==> src/rtl/moore_seq_10110_pkg.sv <==
// rtl/moore_seq_10110_pkg.sv - state encoding, pattern constants and transition function for the 10110 detector
package moore_seq_10110_pkg;

   typedef enum logic [2:0] {
      S0     = 3'd0,
      S1     = 3'd1,
      S10    = 3'd2,
      S101   = 3'd3,
      S1011  = 3'd4,
      S10110 = 3'd5
   } state_e;

   localparam logic [4:0] PATTERN     = 5'b10110;
   localparam int         PATTERN_LEN = 5;

   // Advance on the expected pattern bit; otherwise fall back to the longest
   // pattern prefix that is still a suffix of the bits seen so far.
   function automatic state_e next_state(input state_e s, input logic b);
      state_e n;
      n = S0;
      case (s)
         S0:      n = (b == PATTERN[PATTERN_LEN-1]) ? S1     : S0;
         S1:      n = (b == PATTERN[PATTERN_LEN-2]) ? S10    : S1;
         S10:     n = (b == PATTERN[PATTERN_LEN-3]) ? S101   : S0;
         S101:    n = (b == PATTERN[PATTERN_LEN-4]) ? S1011  : S10;
         S1011:   n = (b == PATTERN[PATTERN_LEN-5]) ? S10110 : S1;
         S10110:  n = b ? S101 : S0;
         default: n = S0;
      endcase
      return n;
   endfunction

endpackage

==> src/rtl/det_sat_counter.sv <==
// rtl/det_sat_counter.sv - saturating event counter for detector matches
module det_sat_counter #(
   parameter int CNT_W = 8
) (
   input  logic             clk_i,
   input  logic             rst_ni,
   input  logic             inc_i,
   output logic [CNT_W-1:0] cnt_o
);

   logic [CNT_W-1:0] cnt_q;
   logic [CNT_W-1:0] cnt_d;

   always_comb begin
      cnt_d = cnt_q;
      if (inc_i && (cnt_q != {CNT_W{1'b1}})) begin
         cnt_d = cnt_q + {{(CNT_W-1){1'b0}}, 1'b1};
      end
   end

   always_ff @(posedge clk_i or negedge rst_ni) begin
      if (!rst_ni) begin
         cnt_q <= '0;
      end else begin
         cnt_q <= cnt_d;
      end
   end

   assign cnt_o = cnt_q;

endmodule

==> src/rtl/moore_seq_10110_ov.sv <==
// rtl/moore_seq_10110_ov.sv - overlapping 10110 Moore FSM with registered match flag
module moore_seq_10110_ov
   import moore_seq_10110_pkg::*;
(
   input  logic in_seq_i,
   input  logic clk_i,
   input  logic rst_ni,
   output logic det_o,
   output logic hit_o
);

   state_e state_q;
   state_e state_d;
   logic   det_q;

   assign state_d = next_state(state_q, in_seq_i);
   // Strobe for the counter: high in the cycle whose edge will raise det_o.
   assign hit_o   = (state_d == S10110);
   assign det_o   = det_q;

   always_ff @(posedge clk_i or negedge rst_ni) begin
      if (!rst_ni) begin
         state_q <= S0;
         det_q   <= 1'b0;
      end else begin
         state_q <= state_d;
         det_q   <= (state_d == S10110);
      end
   end

endmodule

==> src/rtl/moore_seq_10110_det.sv <==
// rtl/moore_seq_10110_det.sv - 10110 serial detector top; MOORE_SEQ_10110_CNT_EN adds the det_cnt match counter
module moore_seq_10110_det
   import moore_seq_10110_pkg::*;
#(
   parameter int CNT_W = 8
) (
   input  logic             in_seq,
   input  logic             clk,
   input  logic             rst,
   output logic             det_out
`ifdef MOORE_SEQ_10110_CNT_EN
   ,
   output logic [CNT_W-1:0] det_cnt
`endif
);

   logic hit;

   if ((CNT_W < 1) || (CNT_W > 32)) begin : g_bad_cnt_w
      $error("moore_seq_10110_det: CNT_W must be within 1..32");
   end

   moore_seq_10110_ov u_fsm (
      .in_seq_i (in_seq),
      .clk_i    (clk),
      .rst_ni   (rst),
      .det_o    (det_out),
      .hit_o    (hit)
   );

`ifdef MOORE_SEQ_10110_CNT_EN
   det_sat_counter #(
      .CNT_W (CNT_W)
   ) u_cnt (
      .clk_i  (clk),
      .rst_ni (rst),
      .inc_i  (hit),
      .cnt_o  (det_cnt)
   );
`else
   logic unused_hit;
   assign unused_hit = hit;
`endif

endmodule

==> config.mk <==
export PLATFORM = sky130hd
export DESIGN_NAME = moore_seq_10110_det
export DESIGN_NICKNAME = d
export VERILOG_FILES = /design/src/rtl/moore_seq_10110_pkg.sv /design/src/rtl/det_sat_counter.sv /design/src/rtl/moore_seq_10110_ov.sv /design/src/rtl/moore_seq_10110_det.sv
export SDC_FILE = /design/constraint.sdc
export NUM_CORES = 1
export LEC_CHECK = 0
export BUFFER_PORTS_ARGS = -buffer_cell sky130_fd_sc_hd__buf_4
export CORE_AREA = 2 2 39 41
export CTS_BUF_LIST = sky130_fd_sc_hd__clkbuf_2
export DETAILED_ROUTE_END_ITERATION = 6
export DIE_AREA = 0 0 41 43
export GPL_TIMING_DRIVEN = 0
export PLACE_DENSITY_LB_ADDON = 0.05
export SLEW_MARGIN = 30
export SYNTH_ARGS = -nofsm -noshare
export SYNTH_HDL_FRONTEND = slang
export SYNTH_SLANG_ARGS = --single-unit
==> constraint.sdc <==
create_clock -name clk -period 2.8 [get_ports clk]
set_input_delay 0.42 -clock clk [delete_from_list [all_inputs] [get_ports clk]]
set_output_delay 0.42 -clock clk [all_outputs]
set_load 0.02 [all_outputs]
==> results.md <==
* Total negative slack for setup checks at 0 ns
* Clock insertion delay at the later pin of the skew report at about 0.20 ns
* Routed WL per cell at approximately 8.8 um
* Worst relative slew slack at 85.3%
* Longest individual stage delay on the worst path at 0.35 ns
* Number of DRC markers in iteration 0 at 4
* Average instance area after synthesis at 12.5 um2
* Area share of fa/ha/maj cells after synthesis at 0%
* Setup WS pre-CTS at 1.78 ns
* Design area at 255 um2
* Number of cells on the worst reg-to-reg path at 2
* Final cell count without fillers at 38
* Endpoint required time on the critical path at 2.38 ns
* Vias in the first global route at 141
* Leakage power at 0.117 nW
* Clock Tree Buf Depth at 2
* DR DRC count at 0
* Worst-path fanout max at 1
* End point of the worst hold path: u_fsm.det_o
* Clock tree root driver cell: sky130_fd_sc_hd__clkbuf_2
* Cell with the largest stage delay on the worst path: sky130_fd_sc_hd__dfrtp_1
* Element type at the critical path start: register
* Ratio of routed vias to standard cells at between 3 and 4
* H-tree level count at 1
* Number of setup violations in the final report at 0
* Synthesized-area fraction occupied by and/or/nand/nor cells at a little over a fifth
* Critical Path Sink Type: output pin
* Total of buffers placed on input and output ports at 3
* Final worst path period share at 39.7%
* Result of the run: finished clean
* Clock tree sinks at 4
* Setup slack on the worst flop-to-flop path at 1.86 ns
* Category of cells accounting for the largest share of critical-path delay: flip-flops
* Startpoint of the most critical register-to-register path: u_fsm.state_q[1]
* Overall die width at 41 um
* Worst setup margin at about 1.7 ns
* Largest family of logic cells by synthesized area: simple AND/OR/NAND/NOR gates
* Area of the die at 0.00176 mm2
* Top achievable clock speed at roughly 900 MHz
* Antenna Diode Count at 0
* Number of detailed-routing iterations run before antenna repair at 2
* Sequential cell area in the final layout at 100 um2
* Source of the worst hold timing path: in_seq
* Worst setup path category: register to output pin
* Max-capacitance violation count at 0
* I/O pin count at 4
* Overall power at 0.000214 W
* Number of warnings reported in the yosys synthesis log at 0
* Area of the core region at 0.00138 mm2
* Final nets at 27
* Wire length of the first global-routing pass at 545 um
* Number of buffers created by CTS at 3
* Peak supply drop at 0.224 mV
* Leftover overflow at the end of global routing at 0
* Mapped cell area at between 150 and 200 um2
* Count of filler cells inserted in the layout at 155
* Layout cells sized above 1 at 36.4%
* Power per cell area at 838 mW/mm2
* Routability-driven placement congestion ratio at around 0.6
* Crit path arrival time at about 0.69 ns
* Wire length after detailed routing at 336 um
* HPWL after detailed placement at 254 um
* Antenna Nets Post-Route at 0
* Area growth from synthesis to layout at 36.0%
* Global-route usage over all layers at around 4.8%
* Most common cell after layout, fill and taps aside: sky130_fd_sc_hd__dfrtp_1
* Mapped Cells at 15
* Final Hold Violating Endpoints at 0
* Post-Synthesis Net Count at 18
* Post-placement cell count at 34
* TritonCTS clock tree: yes
* Post-layout minimum cycle time at 1.11 ns
* Sequential element share of the synthesized area at 53.3%
* Classification of the worst-slack hold path: primary input to register
* Cell area after placement at 230 um2
* Number of placement rows at 14
* Buffers inserted by post-CTS timing repair at 0
* RSZ-0062 raised after global routing: false
* Vias at around 140
* Die height at 43 um
* Xor/xnor share of the synthesized area at 0%
* Count of state elements after synthesis at 4
* Slew Limit Fails at 0
* Transition at the pin with the smallest max-transition slack at around 0.22 ns
* Combined area of the multi-input logic cells at 80.1 um2
* Hold path depth at 2
* Starting density of the core at between 10% and 20%
* Ordered cell list for the critical path: buf_4
* Setup clock skew after layout at about 0.0027 ns
* Initial antenna violation count at 0
* Register clock-pin slew on the reported worst setup and hold paths at 0.04 ns
* Highest-count cells in the layout ignoring fill and taps: 4 x sky130_fd_sc_hd__dfrtp_1, 3 x sky130_fd_sc_hd__clkbuf_2, 3 x sky130_fd_sc_hd__buf_4, 2 x sky130_fd_sc_hd__inv_1, 2 x sky130_fd_sc_hd__a21oi_1
* Multiplexer fraction of the synthesized cell area at 0%
* Buffers and inverters on the worst path at 1
* Maximum number of pins on one net before global-route repair at 6
* Number of unique standard cell types used by synthesis at 10
* Endpoint of the lowest-slack register-to-register path: u_fsm.state_q[2]
* Compound-gate portion of the synthesized area at between 20% and 30%
cell type report:
cell class                 count  area share [%]
multi-input combinational      9            31.4
clock buffer                   3            5.88
tap                           16            7.84
sequential                     4            39.2
inverter                       2            2.94
timing repair buffer           4            12.7
cells by family (layout without fill, tap and decap cells):
family                 Yosys count  in the layout
AO/OA/AOI/OAI                    6              6
buffers and inverters            2              9
flip-flops                       4              4
AND/OR/NAND/NOR                  3              3
registers in the layout (all words and copies together), names as in the netlist:
name,cells
u_fsm.state_q,3
u_fsm.det_o,1
worst max path at each step:
stage / start / end / depth (start not counted)
3_3_place_gp: in_seq / u_fsm.state_q[2] / 3
3_5_place_dp: in_seq / u_fsm.state_q[2] / 3
2_1_floorplan: u_fsm.state_q[1] / u_fsm.state_q[2] / 2
5_1_grt: u_fsm.det_o / det_out / 1
4_1_cts: u_fsm.det_o / det_out / 1
6_report: u_fsm.det_o / det_out / 1
metrics by stage:
step           util (%)  hold slack, ns
2_1_floorplan         -           0.124
3_3_place_gp       16.6           0.217
3_5_place_dp       16.6           0.219
4_1_cts            18.4           0.416
5_1_grt            18.4           0.430
6_report           18.4           0.437
synth_stat cells (all sizes together):
cell type | n | area [um2]
dfrtp | 4 | 100
o2bb2ai | 1 | 8.76
nor2 | 1 | 3.75
a31o | 1 | 8.76
a21oi | 2 | 10.0
nor2b | 1 | 13.8
nor4b | 1 | 23.8
inv | 2 | 7.51
o21ai | 1 | 5.00
a31oi | 1 | 6.26
worst reg2reg max path: stages, from the launching register on:
cell	delay, ns
sky130_fd_sc_hd__dfrtp_1	0.44
sky130_fd_sc_hd__nor4b_4	0.32
sky130_fd_sc_hd__a31o_1	0.13
repair_timing:
action	4_1_cts	5_1_grt
hold endpoints to repair	4	0
gates resized for setup	0	0
hold buffers	1	0
power by group:
group          internal [W]  leakage [nW]  switching [W]
logic             0.0000289        0.0536      0.0000229
clock network     0.0000288        0.0125      0.0000213
registers         0.0000781        0.0513      0.0000340
per-layer routing:
layer / global-route usage, % / share of wire [%]
met5: 0 / 0
met4: 4.00 / 0
met3: 3.14 / 2.4
met2: 5.94 / 50
met1: 5.48 / 47
No activity file was read; power rests on OpenSTA's default activity.
